File: src/rtl/fetch_stage.sv
// Fetch stage: program-counter generator driving a combinational instruction memory,
// plus the IF/ID valid/ready register that feeds decode.
module fetch_stage #(
   parameter int unsigned           ADDR_WIDTH = 32,
   parameter int unsigned           INSN_WIDTH = 32,
   parameter logic [ADDR_WIDTH-1:0] RESET_PC   = '0,
   parameter logic [INSN_WIDTH-1:0] NOP_INSN   = INSN_WIDTH'(32'h0000_0013)
) (
   input  logic                  clk,
   input  logic                  rst_n,
   output logic [ADDR_WIDTH-1:0] imem_addr,
   input  logic [INSN_WIDTH-1:0] imem_insn,
   input  logic                  redirect_valid,
   input  logic [ADDR_WIDTH-1:0] redirect_pc,
   output logic                  id_valid,
   input  logic                  id_ready,
   output logic [INSN_WIDTH-1:0] id_insn,
   output logic [ADDR_WIDTH-1:0] id_pc,
   output logic                  id_fault,
   output logic                  fetch_halted,
   output logic [31:0]           fetch_count
);

   logic [ADDR_WIDTH-1:0] pc_q, pc_d;
   logic                  id_valid_q, id_valid_d;
   logic [INSN_WIDTH-1:0] id_insn_q, id_insn_d;
   logic [ADDR_WIDTH-1:0] id_pc_q, id_pc_d;
   logic                  id_fault_q, id_fault_d;
   logic                  halted_q, halted_d;
   logic [31:0]           count_q, count_d;

   logic misaligned;
   logic fire;

   assign misaligned = (pc_q[1:0] != 2'b00);
   // The IF/ID slot can be (re)filled when it is empty or being drained this cycle.
   assign fire = !redirect_valid && !halted_q && (!id_valid_q || id_ready);

   always_comb begin
      pc_d       = pc_q;
      id_valid_d = id_valid_q;
      id_insn_d  = id_insn_q;
      id_pc_d    = id_pc_q;
      id_fault_d = id_fault_q;
      halted_d   = halted_q;
      count_d    = count_q;

      if (redirect_valid) begin
         // Flush only; the stale slot payload is left in place since id_valid masks it.
         pc_d       = redirect_pc;
         id_valid_d = 1'b0;
         halted_d   = 1'b0;
      end else if (fire) begin
         id_valid_d = 1'b1;
         id_pc_d    = pc_q;
         if (count_q != 32'hFFFF_FFFF) begin
            count_d = count_q + 32'd1;
         end
         if (misaligned) begin
            id_insn_d  = NOP_INSN;
            id_fault_d = 1'b1;
            halted_d   = 1'b1;
         end else begin
            id_insn_d  = imem_insn;
            id_fault_d = 1'b0;
            pc_d       = pc_q + ADDR_WIDTH'(4);
         end
      end else if (id_valid_q && id_ready) begin
         id_valid_d = 1'b0;
      end
   end

   always_ff @(posedge clk or negedge rst_n) begin
      if (!rst_n) begin
         pc_q       <= RESET_PC;
         id_valid_q <= 1'b0;
         id_insn_q  <= NOP_INSN;
         id_pc_q    <= '0;
         id_fault_q <= 1'b0;
         halted_q   <= 1'b0;
         count_q    <= '0;
      end else begin
         pc_q       <= pc_d;
         id_valid_q <= id_valid_d;
         id_insn_q  <= id_insn_d;
         id_pc_q    <= id_pc_d;
         id_fault_q <= id_fault_d;
         halted_q   <= halted_d;
         count_q    <= count_d;
      end
   end

   assign imem_addr    = pc_q;
   assign id_valid     = id_valid_q;
   assign id_insn      = id_insn_q;
   assign id_pc        = id_pc_q;
   assign id_fault     = id_fault_q;
   assign fetch_halted = halted_q;
   assign fetch_count  = count_q;

endmodule

File: config.mk
export PLATFORM = sky130hd
export DESIGN_NAME = fetch_stage
export DESIGN_NICKNAME = d
export VERILOG_FILES = /design/src/rtl/fetch_stage.sv
export SDC_FILE = /design/constraint.sdc
export NUM_CORES = 1
export LEC_CHECK = 0
export ABC_AREA = 1
export BUFFER_PORTS_ARGS = -buffer_cell sky130_fd_sc_hd__buf_2
export CAP_MARGIN = 5
export CELL_PAD_IN_SITES_DETAIL_PLACEMENT = 1
export CELL_PAD_IN_SITES_GLOBAL_PLACEMENT = 2
export CORE_ASPECT_RATIO = 1.75
export CORE_MARGIN = 1
export CORE_UTILIZATION = 31
export CTS_CLUSTER_SIZE = 8
export DETAILED_ROUTE_END_ITERATION = 8
export GPL_ROUTABILITY_DRIVEN = 0
export PLACE_DENSITY_LB_ADDON = 0.1
export SYNTH_ARGS = -nofsm -noshare
export SYNTH_HDL_FRONTEND = slang
export SYNTH_SLANG_ARGS = --single-unit
File: constraint.sdc
create_clock -name clk -period 4.2 [get_ports clk]
set_input_delay 0.21 -clock clk [delete_from_list [all_inputs] [get_ports clk]]
set_output_delay 0.21 -clock clk [all_outputs]
set_load 0.01 [all_outputs]
Yosys cells after proc, flatten, opt, wreduce, memory -nomap -nowiden
Cells that the tools add are included.

word-level totals
  bits in registers = 131
  output and inout port bits = 131
  word-level logic and storage cells = 38

cells by class
  bitwise logic cells = 1
  add/sub/neg operators = 2
  eq/ne operators = 2
  muxes and demuxes = 11
  reductions and logical operators = 15

operators with widths
  cell                     count
  $mux W32                 4
  $add A32 B1 Y32 const B  1
  $add A32 B3 Y32 const B  1
  $ne A32 B32 Y1 const B   1
  $mux W1                  7
  $reduce_and A2 Y1        3
  $reduce_bool A2 Y1       3
  $logic_and A1 B1 Y1      3
  $logic_not A1 Y1         3
  $reduce_and A3 Y1        1
  $reduce_bool A3 Y1       1
  $ne A2 B2 Y1 const B     1
  $logic_or A1 B1 Y1       1
  $not A1 Y1               1

Longest topological paths before layout
Gate-level depths: netlist of the first run.

  depth in word-level cells = 5
  mapped depth = 11
  gate-level depth less buffers = 10

Worst setup path before layout of the first run
No wires, ideal clock.

  path type = flip-flop to flip-flop
  start = register count_q[0] (netlist: fetch_count[0])
  end = register count_q[0] (netlist: fetch_count[0])
  setup time = 116 ps
  stages on the path, launching flop included = 12
  arrival time = 1,620 ps
  clock period less this slack = 1,736 ps
  path slack = 2,464 ps
  cells stage by stage = dfrtp_1 ha_1 inv_1 nor2_4 nand2_4 nor2_8 nand2_4 nand2_8 inv_6 buf_6 nand2_2 nand2_1

between the ends
  longest elaborated chain between the ends = 2
  elaborated cells on any way between the ends = 3
  those cells by class = add/sub (1); eq/ne (1); reduce/logical (1)

RTL lines
  element                                                                  RTL line  text
  from (decl)                                                              30        logic [31:0] count_q, count_d;
  from (signal assigned)                                                   89        count_q <= count_d;
  parallel branches: the longest is 2 deep, another holds $add A32 B1 Y32  n/a

Several ways; the timed one is not identified.
A chain may end at the register's enable or synchronous reset.

Final worst setup path of the first run
  start = register halted_q (netlist: fetch_halted)
  end = register pc_q[3] (netlist: imem_addr[3])

between the ends
  longest elaborated chain between the ends = 5

RTL lines
  element                            RTL line  text
  from (decl)                        29        logic halted_q, halted_d;
  from (signal assigned)             88        halted_q <= halted_d;
  $logic_not A1 Y1                   37        assign fire = !redirect_valid && !halted_q && (!id_valid_q || id_ready);
  $logic_and A1 B1 Y1 (2 in series)  37
  $reduce_bool A2 Y1 (no line)       n/a
  $reduce_and A2 Y1 (no line)        n/a
  to (signal assigned)               83        pc_q <= pc_d;
  to (decl)                          24        logic [ADDR_WIDTH-1:0] pc_q, pc_d;

No other way between the ends.

==> results.py, run 1 <==
metrics = {
    "cts": {
        "hold_buffers": 35,
        "clock_sinks": 131,
        "clockBufferDepth": 2,
        "clkTransAtPathRegs_ns": 0.06,
        "ctsResizeCount": 0,
        "cts_buffers": 17,
        "htree_num_levels": 4,
        "post-cts-setup-buffers": 0,
        "cts_root_buf": "clkbuf_16",
        "worstSkewPairLatency_ns": 0.44,
        "cts_tree": "built",
    },
    "synthesis": {
        "synth_edf_count": 0,
        "ys.flop_type": "dfrtp_1",
        "yosys.area_share.adder_pct": 0.369,
        "synthXorXnorAreaFrac_pct": 3.10,
        "syn_avg_cell_area_um2": 7.68,
        "synth-compound-area-share_pct": 9.10,
        "synthCells": 884,
        "synthMuxAreaShare_pct": 0,
        "synth_area_leaders": "dfrtp_1 47%, nand2_1 21%, nor2_1 5.1%",
        "syn_nets": 954,
        "synth_seq_area_share_pct": 48.3,
        "yosysMostFrequentCell": "nand2_1",
        "netlist_top_cells_count": "372 x nand2_1, 128 x dfrtp_1, 93 x nor2_1",
        "synthArstFlopShare_pct": 100,
        "ys_seq_elements": 131,
        "yosys.area_share.simple_pct": 33.1,
        "synth_top_cell_area_share_pct": 47.2,
        "synth_warnings": 0,
        "yosysTopAreaCell": "dfrtp_1",
        "synth.distinct_cells": 35,
        "syn_area_um2": 6790,
        "synth_top_family_by_area": "simple AND/OR/NAND/NOR gates",
    },
    "finish": {
        "nNetsFinal": 1184,
        "final_core_util_pct": 41.9,
        "drive_gt1_share_pct": 23.6,
        "syn_to_final_growth_pct": 32.5,
        "fillers": 2735,
    },
    "floorplanning": {
        "boundaryPins": 199,
        "core_um2": 21500,
        "dieWidth_um": 114,
        "dieArea_um2": 22500,
        "die_h_um": 198,
        "initial_core_util_pct": 31.6,
        "rows": 71,
    },
    "timing": {
        "fin_skew_ns": 0.00807,
        "hold_viol": 0,
        "slew_headroom_pct": 31.7,
        "rsz0062_at_grt": "no",
        "post-route-min-period_ns": 2.39,
        "fmax_mhz": 418,
        "setup_violations": 0,
        "worstMarginPinSlew_ns": 1.02,
        "slew_violations": 0,
        "fin_crit_sh_pct": 56.9,
        "setup_ws_ns": 1.81,
        "tns_ns": 0,
    },
    "drt": {
        "drt_pre_antenna_iters": 4,
        "postRouteWirelength_um": 25200,
        "drc_errors": 0,
        "wl_per_cell_um": 17.7,
        "drt-initial-drc-count": 181,
        "vias": 6641,
        "viasPerCell": 4.67,
        "antenna_left": 0,
    },
    "power_and_ir_drop": {
        "power.leakage_nw": 4.64,
        "powerDensity_nw_per_um2": 459,
        "p_clk_share_pct": 37.9,
        "power.internal_mw": 2.80,
        "vdd_drop_max_uv": 208,
        "p_comb_share_pct": 21.4,
        "switchingPower_mw": 1.34,
        "seqPwrFrac_pct": 40.7,
        "p_sw_share_pct": 32.3,
    },
    "worst_hold_path": {
        "hp-class": "in2reg",
    },
    "global_route": {
        "grt-ovfl-total": 0,
        "grt_pass1_vias": 7072,
        "grt_max_degree": 70,
        "antenna_found_initial": 2,
        "grt_pass1_wl_um": 39200,
        "track_usage_pct": 23.6,
    },
    "worst_setup_path": {
        "cp_max_fo": 57,
        "cp_data_required_time_ns": 4.52,
        "timing.critical_path.slowest_stage_cell": "buf_4",
        "path_cells": "nor2_1, nand2_2, nor3_4, buf_4, inv_2, o21ai_1, a21oi_1",
        "crit_path_end_kind": "register",
        "cp_num_buf_inv": 2,
        "worstSetupPathType": "reg2reg",
        "cp_top_family": "simple AND/OR/NAND/NOR gates",
        "worstSetupStartpointType": "register",
        "arrival_ns": 2.71,
        "crit_path_max_incr_delay_ns": 0.60,
    },
    "flow_run": {
        "maxCapViolCount": 0,
    },
    "status": {
        "status": "complete, no violations",
    },
    "placement": {
        "port_buffers": 198,
        "hpwlAfterDp_um": 18800,
        "pre_cts_ws_ns": 1.75,
    },
}
[metrics by stage]
step | power [mW] | hold slack (ns) | instances | area (µm²)
6_report | 4.13 | 0.0129 | 1421 | 9000
5_1_grt | 4.36 | 0.00525 | 1421 | 9000
2_1_floorplan | 2.14 | -0.0856 | 884 | 6790
3_3_place_gp | 2.56 | 0.273 | 1352 | 8030
3_5_place_dp | 2.58 | 0.288 | 1352 | 8030
4_1_cts | 4.20 | 0.00395 | 1419 | 8990
[path summary, 6_finish.rpt]
kind / cells past startpoint / slack (ns) / endpoint / startpoint
min in group asynchronous: 2 / 0.36 / imem_addr[2]$_DFFE_PN0P_ / rst_n
hold / removal: 2 / 0.01 / id_insn[17]$_DFFE_PN0P_ / imem_insn[17]
hold reg to reg: 2 / 0.48 / id_pc[9]$_DFFE_PN0P_ / id_pc[9]$_DFFE_PN0P_
setup reg to reg: 7 / 1.81 / imem_addr[3]$_DFFE_PN0P_ / fetch_halted$_DFFE_PN0P_
max in group asynchronous: 3 / 2.90 / id_pc[25]$_DFFE_PN0P_ / rst_n
setup / recovery: 7 / 1.81 / imem_addr[3]$_DFFE_PN0P_ / fetch_halted$_DFFE_PN0P_
[area by class of cell]
cell class | instances | area, µm² | share of cell area (%)
Sequential cell | 131 | 3280 | 36.5
Multi-Input combinational cell | 663 | 3110 | 34.5
Timing Repair Buffer | 239 | 1390 | 15.5
Clock buffer | 19 | 453 | 5.03
Tap cell | 292 | 365 | 4.06
Inverter | 62 | 238 | 2.64
Clock inverter | 13 | 158 | 1.75
Antenna cell | 2 | 5.00 | 0.0556
[logic make-up (layout without fill, tap and decap cells)]
kind of cell / after synthesis / after routing
other: 0 / 2
AOI/OAI and AO/OA: 89 / 89
adders and majority gates: 2 / 2
xor gates and xnor gates: 24 / 24
buffers and inverters: 90 / 333
and+or+nand+nor: 548 / 548
DFF: 131 / 131
[layout by cell type (no fill, tap or decap), drive strengths merged, types with 4 or more instances in the layout]
master / synthesis / layout
nand2: 387 / 387
buf: 17 / 204
dfrtp: 128 / 128
nor2: 97 / 97
inv: 62 / 63
nand3: 55 / 55
dlygate4sd3: 0 / 35
o21ai: 34 / 34
a22o: 29 / 29
clkbuf: 11 / 19
a21boi: 18 / 18
xor2: 16 / 16
xnor2: 8 / 8
clkinv: 0 / 5
clkinvlp: 0 / 4
[sequential cells by signal, summed over array words and instances (netlist names)]
signal and flops:
id_insn 32, id_pc 32, id_valid 1, id_fault 1, fetch_count 32, imem_addr 32, fetch_halted 1
[routing by layer]
metal | GRT usage [%] | vias to the layer above | part of all wire (%)
li1 | - | 3249 | -
met1 | 23.5 | 3220 | 36
met2 | 45.4 | 131 | 57
met3 | 4.10 | 41 | 2.7
met4 | 12.9 | 0 | 4.4
met5 | 0 | - | 0
[power groups by stage]
| stage | clock [mW] | combinational [mW] | sequential (mW) |
|---|---|---|---|
| after floorplan | 0 | 0.379 | 1.76 |
| after global placement | 0 | 0.860 | 1.70 |
| after detailed placement | 0 | 0.874 | 1.71 |
| after CTS | 1.61 | 0.904 | 1.69 |
| after global routing | 1.65 | 0.990 | 1.72 |
| final | 1.57 | 0.883 | 1.68 |
(Power assumes the default switching activity.)
==> run 2, diff against run 1 <==
--- a/config.mk
+++ b/config.mk
@@ -12,7 +12,7 @@
 export CELL_PAD_IN_SITES_GLOBAL_PLACEMENT = 2
 export CORE_ASPECT_RATIO = 1.75
 export CORE_MARGIN = 1
-export CORE_UTILIZATION = 31
+export CORE_UTILIZATION = 26
 export CTS_CLUSTER_SIZE = 8
 export DETAILED_ROUTE_END_ITERATION = 8
 export GPL_ROUTABILITY_DRIVEN = 0
==> constraint.sdc (replaced) <==
create_clock -name clk -period 2.15 [get_ports clk]
set_input_delay 0.1075 -clock clk [delete_from_list [all_inputs] [get_ports clk]]
set_output_delay 0.1075 -clock clk [all_outputs]
set_load 0.01 [all_outputs]
==> run 2 against run 1 <==
  * Utilization down 4.4 points
  * Wire length is 9.4% higher
  * Global-route usage fell by 1.7 points
  * Sequential cell count unchanged
  * Register-to-register slack worse by 1.5 ns
  * Die area increased by 19%
  * Clock-buffer cell count down 1
  * Sequential power grew 94%
  * Total power increased by 100%
  * First-iteration DRC count up 12%
  * Non-clock buffer count grew 51
  * Critical endpoint is now imem_addr[20]$_DFFE_PN0P_
  * Maximum frequency grew 27%
==> results.py, run 2 (synthesized netlist as in run 1, its figures left out) <==
metrics = {
    "power_and_ir_drop": {
        "powerDensity_nw_per_um2": 870,
        "vdd_drop_max_uv": 510,
        "seqPwrFrac_pct": 39.3,
        "p_comb_share_pct": 22.7,
        "p_sw_share_pct": 32.5,
        "switchingPower_mw": 2.69,
        "power.internal_mw": 5.59,
        "p_clk_share_pct": 38.0,
        "power.leakage_nw": 4.89,
    },
    "worst_setup_path": {
        "path_cells": "ha_1, nand2_1, nor2_2, nand2_1, nor2_1, nand3_1, nand3_1, nand2_1",
        "cp_max_fo": 6,
        "worstSetupPathType": "reg2reg",
        "arrival_ns": 2.22,
        "r2r_setup_slack_ns": 0.26,
        "cp_num_buf_inv": 0,
        "crit_path_end_kind": "register",
        "path_common_cell": "nand2_1",
        "cp_data_required_time_ns": 2.48,
        "crit_path_max_incr_delay_ns": 0.44,
        "regToRegStartpoint": "imem_addr[2]$_DFFE_PN0P_",
        "timing.critical_path.slowest_stage_cell": "dfrtp_1",
        "worstSetupStartpointType": "register",
        "reg2reg_to": "imem_addr[20]$_DFFE_PN0P_",
        "cp_top_family": "simple AND/OR/NAND/NOR gates",
        "startpoint": "imem_addr[2]$_DFFE_PN0P_",
        "rr_worst_depth": 8,
    },
    "global_route": {
        "grt_max_degree": 58,
        "grt_pass1_vias": 7511,
        "track_usage_pct": 21.9,
        "antenna_found_initial": 0,
        "grt_pass1_wl_um": 42500,
        "grt-ovfl-total": 0,
    },
    "floorplanning": {
        "dieWidth_um": 124,
        "rows": 77,
        "core_um2": 25400,
        "initial_core_util_pct": 26.7,
        "die_h_um": 216,
        "boundaryPins": 199,
        "dieArea_um2": 26800,
    },
    "cts": {
        "post-cts-setup-buffers": 0,
        "htree_num_levels": 4,
        "clockBufferDepth": 2,
        "clkTransAtPathRegs_ns": 0.06,
        "cts_tree": "built",
        "clock_sinks": 131,
        "cts_buffers": 17,
        "worstSkewPairLatency_ns": 0.45,
        "cts_root_buf": "clkbuf_16",
    },
    "placement": {
        "pre_cts_ws_ns": 0.232,
        "hpwlAfterDp_um": 20500,
        "port_buffers": 198,
    },
    "finish": {
        "fillers": 3169,
        "drive_gt1_share_pct": 24.4,
        "diodes": 0,
        "nNetsFinal": 1235,
        "final_cell_mix": "372 x nand2_1, 197 x buf_2, 128 x dfrtp_1",
        "layout.cells.most_common": "nand2_1",
        "syn_to_final_growth_pct": 40.3,
    },
    "worst_hold_path": {
        "min_to": "id_valid$_DFFE_PN0P_",
        "whs_path_depth": 2,
        "hp-class": "in2reg",
        "hold_start": "redirect_valid",
    },
    "flow_run": {
        "maxCapViolCount": 0,
    },
    "drt": {
        "wl_per_cell_um": 18.4,
        "drt-initial-drc-count": 202,
        "postRouteWirelength_um": 27500,
        "antenna_left": 0,
        "drt_pre_antenna_iters": 4,
        "vias": 6803,
        "viasPerCell": 4.55,
        "drc_errors": 0,
    },
    "timing": {
        "fmax_mhz": 529,
        "slew_headroom_pct": 70.3,
        "tns_ns": 0,
        "post-route-min-period_ns": 1.89,
        "worstMarginPinSlew_ns": 0.444,
        "slew_violations": 0,
        "setup_violations": 0,
        "fin_crit_sh_pct": 87.9,
        "hold_viol": 0,
        "setup_ws_ns": 0.261,
        "rsz0062_at_grt": "no",
        "fin_skew_ns": 0.0111,
    },
    "status": {
        "status": "complete, no violations",
    },
}
[run 2: final cells by class]
| type | count | area [µm²] | area share [%] |
|---|---|---|---|
| Timing Repair Buffer | 290 | 1890 | 19.8 |
| Sequential cell | 131 | 3280 | 34.4 |
| Clock buffer | 18 | 429 | 4.50 |
| Inverter | 62 | 238 | 2.50 |
| Clock inverter | 14 | 188 | 1.97 |
| Tap cell | 316 | 395 | 4.15 |
| Multi-Input combinational cell | 663 | 3110 | 32.6 |
[run 2: worst max-delay path by stage]
stage	endpoint	slack (ns)	cells after the start
floorplan	fetch_count[0]$_DFFE_PN0P_	0.41	11
global placement	imem_addr[20]$_DFFE_PN0P_	0.30	8
detailed placement	imem_addr[20]$_DFFE_PN0P_	0.23	8
CTS	imem_addr[20]$_DFFE_PN0P_	0.22	8
global route	imem_addr[20]$_DFFE_PN0P_	0.005	8
finish	imem_addr[20]$_DFFE_PN0P_	0.26	8
[run 2: per-stage QoR]
stage / util, % / total power, mW / instances / hold WS (ns) / instance area, µm²
global route: 37.5 / 8.74 / 1494 / 0.0468 / 9530
CTS: 37.5 / 8.45 / 1494 / 0.0190 / 9530
global placement: 32.5 / 5.11 / 1398 / 0.0426 / 8270
finish: 37.5 / 8.29 / 1494 / 0.0490 / 9530
floorplan: - / 4.18 / 884 / -0.188 / 6790
detailed placement: 32.5 / 5.14 / 1398 / 0.0419 / 8270
[run 2: routing by layer]
layer	vias up	track usage, %	wire [µm]
met2	139	43.4	16100
met5	-	0	0
met3	50	4.31	841
met4	0	11.7	1300
met1	3268	19.8	9250
li1	3346	-	-
[run 2: power groups by stage]
stage | sequential (mW) | combinational, mW | clock [mW]
6_report | 3.26 | 1.88 | 3.15
5_1_grt | 3.33 | 2.09 | 3.32
3_5_place_dp | 3.30 | 1.83 | 0
4_1_cts | 3.27 | 1.93 | 3.25
3_3_place_gp | 3.29 | 1.82 | 0
2_1_floorplan | 3.44 | 0.741 | 0
[run 2: repair_timing]
action                    4_1_cts  5_1_grt
hold endpoints to repair      141        0
gates resized for setup         0        0
hold buffers                   64        0
==> run 3, diff against run 2 <==
--- a/config.mk
+++ b/config.mk
@@ -16,7 +16,9 @@
 export CTS_CLUSTER_SIZE = 8
 export DETAILED_ROUTE_END_ITERATION = 8
 export GPL_ROUTABILITY_DRIVEN = 0
+export MAX_ROUTING_LAYER = met4
 export PLACE_DENSITY_LB_ADDON = 0.1
+export REMOVE_ABC_BUFFERS = 1
 export SYNTH_ARGS = -nofsm -noshare
 export SYNTH_HDL_FRONTEND = slang
 export SYNTH_SLANG_ARGS = --single-unit
==> run 3 against run 2 <==
  * Sequential share of layout area grew 0.20 points
  * Clock-buffer cell count increased by 4
  * Utilization fell by 0.21 points
  * Cell count fell by 0.33%
  * Clock skew fell by 0.0044 ns
  * First-iteration DRC count is 7.9% lower
  * Non-clock buffer count shrank 4
  * Wire length down 6.1%
  * Critical endpoint is now imem_addr[22]$_DFFE_PN0P_
  * Largest power group unchanged
==> results.py, run 3 (synthesized netlist as in run 1, its figures left out) <==
metrics = {
    "worst_setup_path": {
        "worstSetupStartpointType": "register",
        "cp_data_required_time_ns": 2.48,
        "regToRegStartpoint": "imem_addr[2]$_DFFE_PN0P_",
        "worstSetupPathType": "reg2reg",
        "crit_path_end_kind": "register",
        "r2r_setup_slack_ns": 0.21,
        "reg2reg_to": "imem_addr[22]$_DFFE_PN0P_",
        "cp_max_fo": 6,
        "arrival_ns": 2.27,
        "rr_worst_depth": 8,
    },
    "status": {
        "status": "complete, no violations",
    },
    "floorplanning": {
        "core_um2": 25400,
        "initial_core_util_pct": 26.7,
        "dieArea_um2": 26800,
        "rows": 77,
        "boundaryPins": 199,
        "dieWidth_um": 124,
        "die_h_um": 216,
    },
    "power_and_ir_drop": {
        "powerDensity_nw_per_um2": 863,
        "p_comb_share_pct": 22.5,
        "switchingPower_mw": 2.59,
        "power.leakage_nw": 4.86,
        "power.internal_mw": 5.58,
        "p_clk_share_pct": 37.6,
        "seqPwrFrac_pct": 39.9,
        "p_sw_share_pct": 31.7,
        "vdd_drop_max_uv": 523,
        "power.total_mw": 8.18,
    },
    "placement": {
        "pre_cts_ws_ns": 0.143,
        "hpwlAfterDp_um": 19600,
        "port_buffers": 198,
    },
    "global_route": {
        "track_usage_pct": 21.3,
        "antenna_found_initial": 0,
        "grt-ovfl-total": 0,
        "grt_pass1_vias": 7341,
        "grt_max_degree": 58,
        "grt_pass1_wl_um": 40600,
    },
    "timing": {
        "rsz0062_at_grt": "no",
        "worstMarginPinSlew_ns": 0.715,
        "hold_viol": 0,
        "setup_violations": 0,
        "setup_ws_ns": 0.207,
        "post-route-min-period_ns": 1.94,
        "slew_headroom_pct": 52.3,
        "fmax_mhz": 515,
        "fin_crit_sh_pct": 90.4,
        "slew_violations": 0,
        "fin_skew_ns": 0.00670,
    },
    "finish": {
        "drive_gt1_share_pct": 24.0,
        "syn_to_final_growth_pct": 39.6,
        "multiInputGateArea_um2": 3110,
        "regArea_um2": 3280,
        "fillers": 3172,
        "layout.cells.most_common": "nand2_1",
        "nNetsFinal": 1231,
        "final_cell_mix": "372 x nand2_1, 197 x buf_2, 128 x dfrtp_1",
        "diodes": 0,
    },
    "drt": {
        "vias": 6801,
        "postRouteWirelength_um": 25800,
        "viasPerCell": 4.57,
        "drt_pre_antenna_iters": 4,
        "wl_per_cell_um": 17.3,
        "antenna_left": 0,
        "drt-initial-drc-count": 186,
        "drc_errors": 0,
    },
    "cts": {
        "clockBufferDepth": 2,
        "cts_root_buf": "clkbuf_16",
        "clkTransAtPathRegs_ns": 0.06,
        "cts_tree": "built",
        "cts_buffers": 17,
        "worstSkewPairLatency_ns": 0.45,
        "post-cts-setup-buffers": 0,
        "htree_num_levels": 4,
        "clock_sinks": 131,
    },
    "worst_hold_path": {
        "min_to": "imem_addr[3]$_DFFE_PN0P_",
        "hold_start": "redirect_pc[3]",
        "whs_path_depth": 4,
        "hp-class": "in2reg",
    },
    "flow_run": {
        "maxCapViolCount": 0,
    },
}
-- run 3: layer usage --
metal / track usage [%] / wire length (µm)
met1: 20.6 / 9170
met2: 39.5 / 15100
met3: 3.62 / 765
met4: 10.2 / 836
met5: - / 0
-- run 3: critical path, cell delays in order, from the launching register on --
cell and delay (ns):
dfrtp_1 0.44, ha_1 0.19, nand2_1 0.09, nor2_2 0.18, nand2_1 0.22, nor2_1 0.40
nand3_1 0.13, nand3_1 0.11, nand2_1 0.06
-- run 3: layout make-up --
class                           count  share of cell area [%]
Multi-Input combinational cell    663                    32.8
Sequential cell                   131                    34.6
Tap cell                          316                    4.17
Clock buffer                       22                    5.11
Timing Repair Buffer              286                    19.4
Clock inverter                      9                    1.35
Inverter                           62                    2.51
-- run 3: worst max-delay path by stage --
| stage | startpoint | end | slack [ns] | depth (start not counted) |
|---|---|---|---|---|
| floorplan | fetch_halted$_DFFE_PN0P_ | imem_addr[12]$_DFFE_PN0P_ | -1.36 | 6 |
| global placement | imem_addr[2]$_DFFE_PN0P_ | imem_addr[20]$_DFFE_PN0P_ | 0.13 | 8 |
| detailed placement | imem_addr[2]$_DFFE_PN0P_ | imem_addr[20]$_DFFE_PN0P_ | 0.14 | 8 |
| CTS | fetch_halted$_DFFE_PN0P_ | imem_addr[3]$_DFFE_PN0P_ | 0.11 | 7 |
| global route | imem_addr[2]$_DFFE_PN0P_ | imem_addr[20]$_DFFE_PN0P_ | 0.03 | 8 |
| finish | imem_addr[2]$_DFFE_PN0P_ | imem_addr[22]$_DFFE_PN0P_ | 0.21 | 8 |
-- run 3: what timing repair did --
item                                    CTS  global route
endpoints found under the setup margin    0             1
resized for setup                         0             1
hold buffers                             65             0
endpoints found under the hold margin   108             0
-- run 3: per-stage QoR --
step           utilization, %  hold slack [ns]  area [µm²]  cells  setup TNS [ns]
2_1_floorplan               -           -0.188        6620    856          -59.05
5_1_grt                  37.2           0.0993        9470   1489               0
3_3_place_gp             32.3           0.0860        8210   1393               0
3_5_place_dp             32.3           0.0827        8210   1393               0
6_report                 37.2           0.0348        9470   1489               0
4_1_cts                  37.2           0.0286        9470   1489               0
-- run 3: power by group through the flow --
stage	sequential (mW)	combinational (mW)	clock, mW
after floorplan	3.44	0.679	0
after global placement	3.30	1.77	0
after detailed placement	3.31	1.79	0
after CTS	3.27	1.89	3.17
after global routing	3.34	2.05	3.26
final	3.26	1.84	3.08
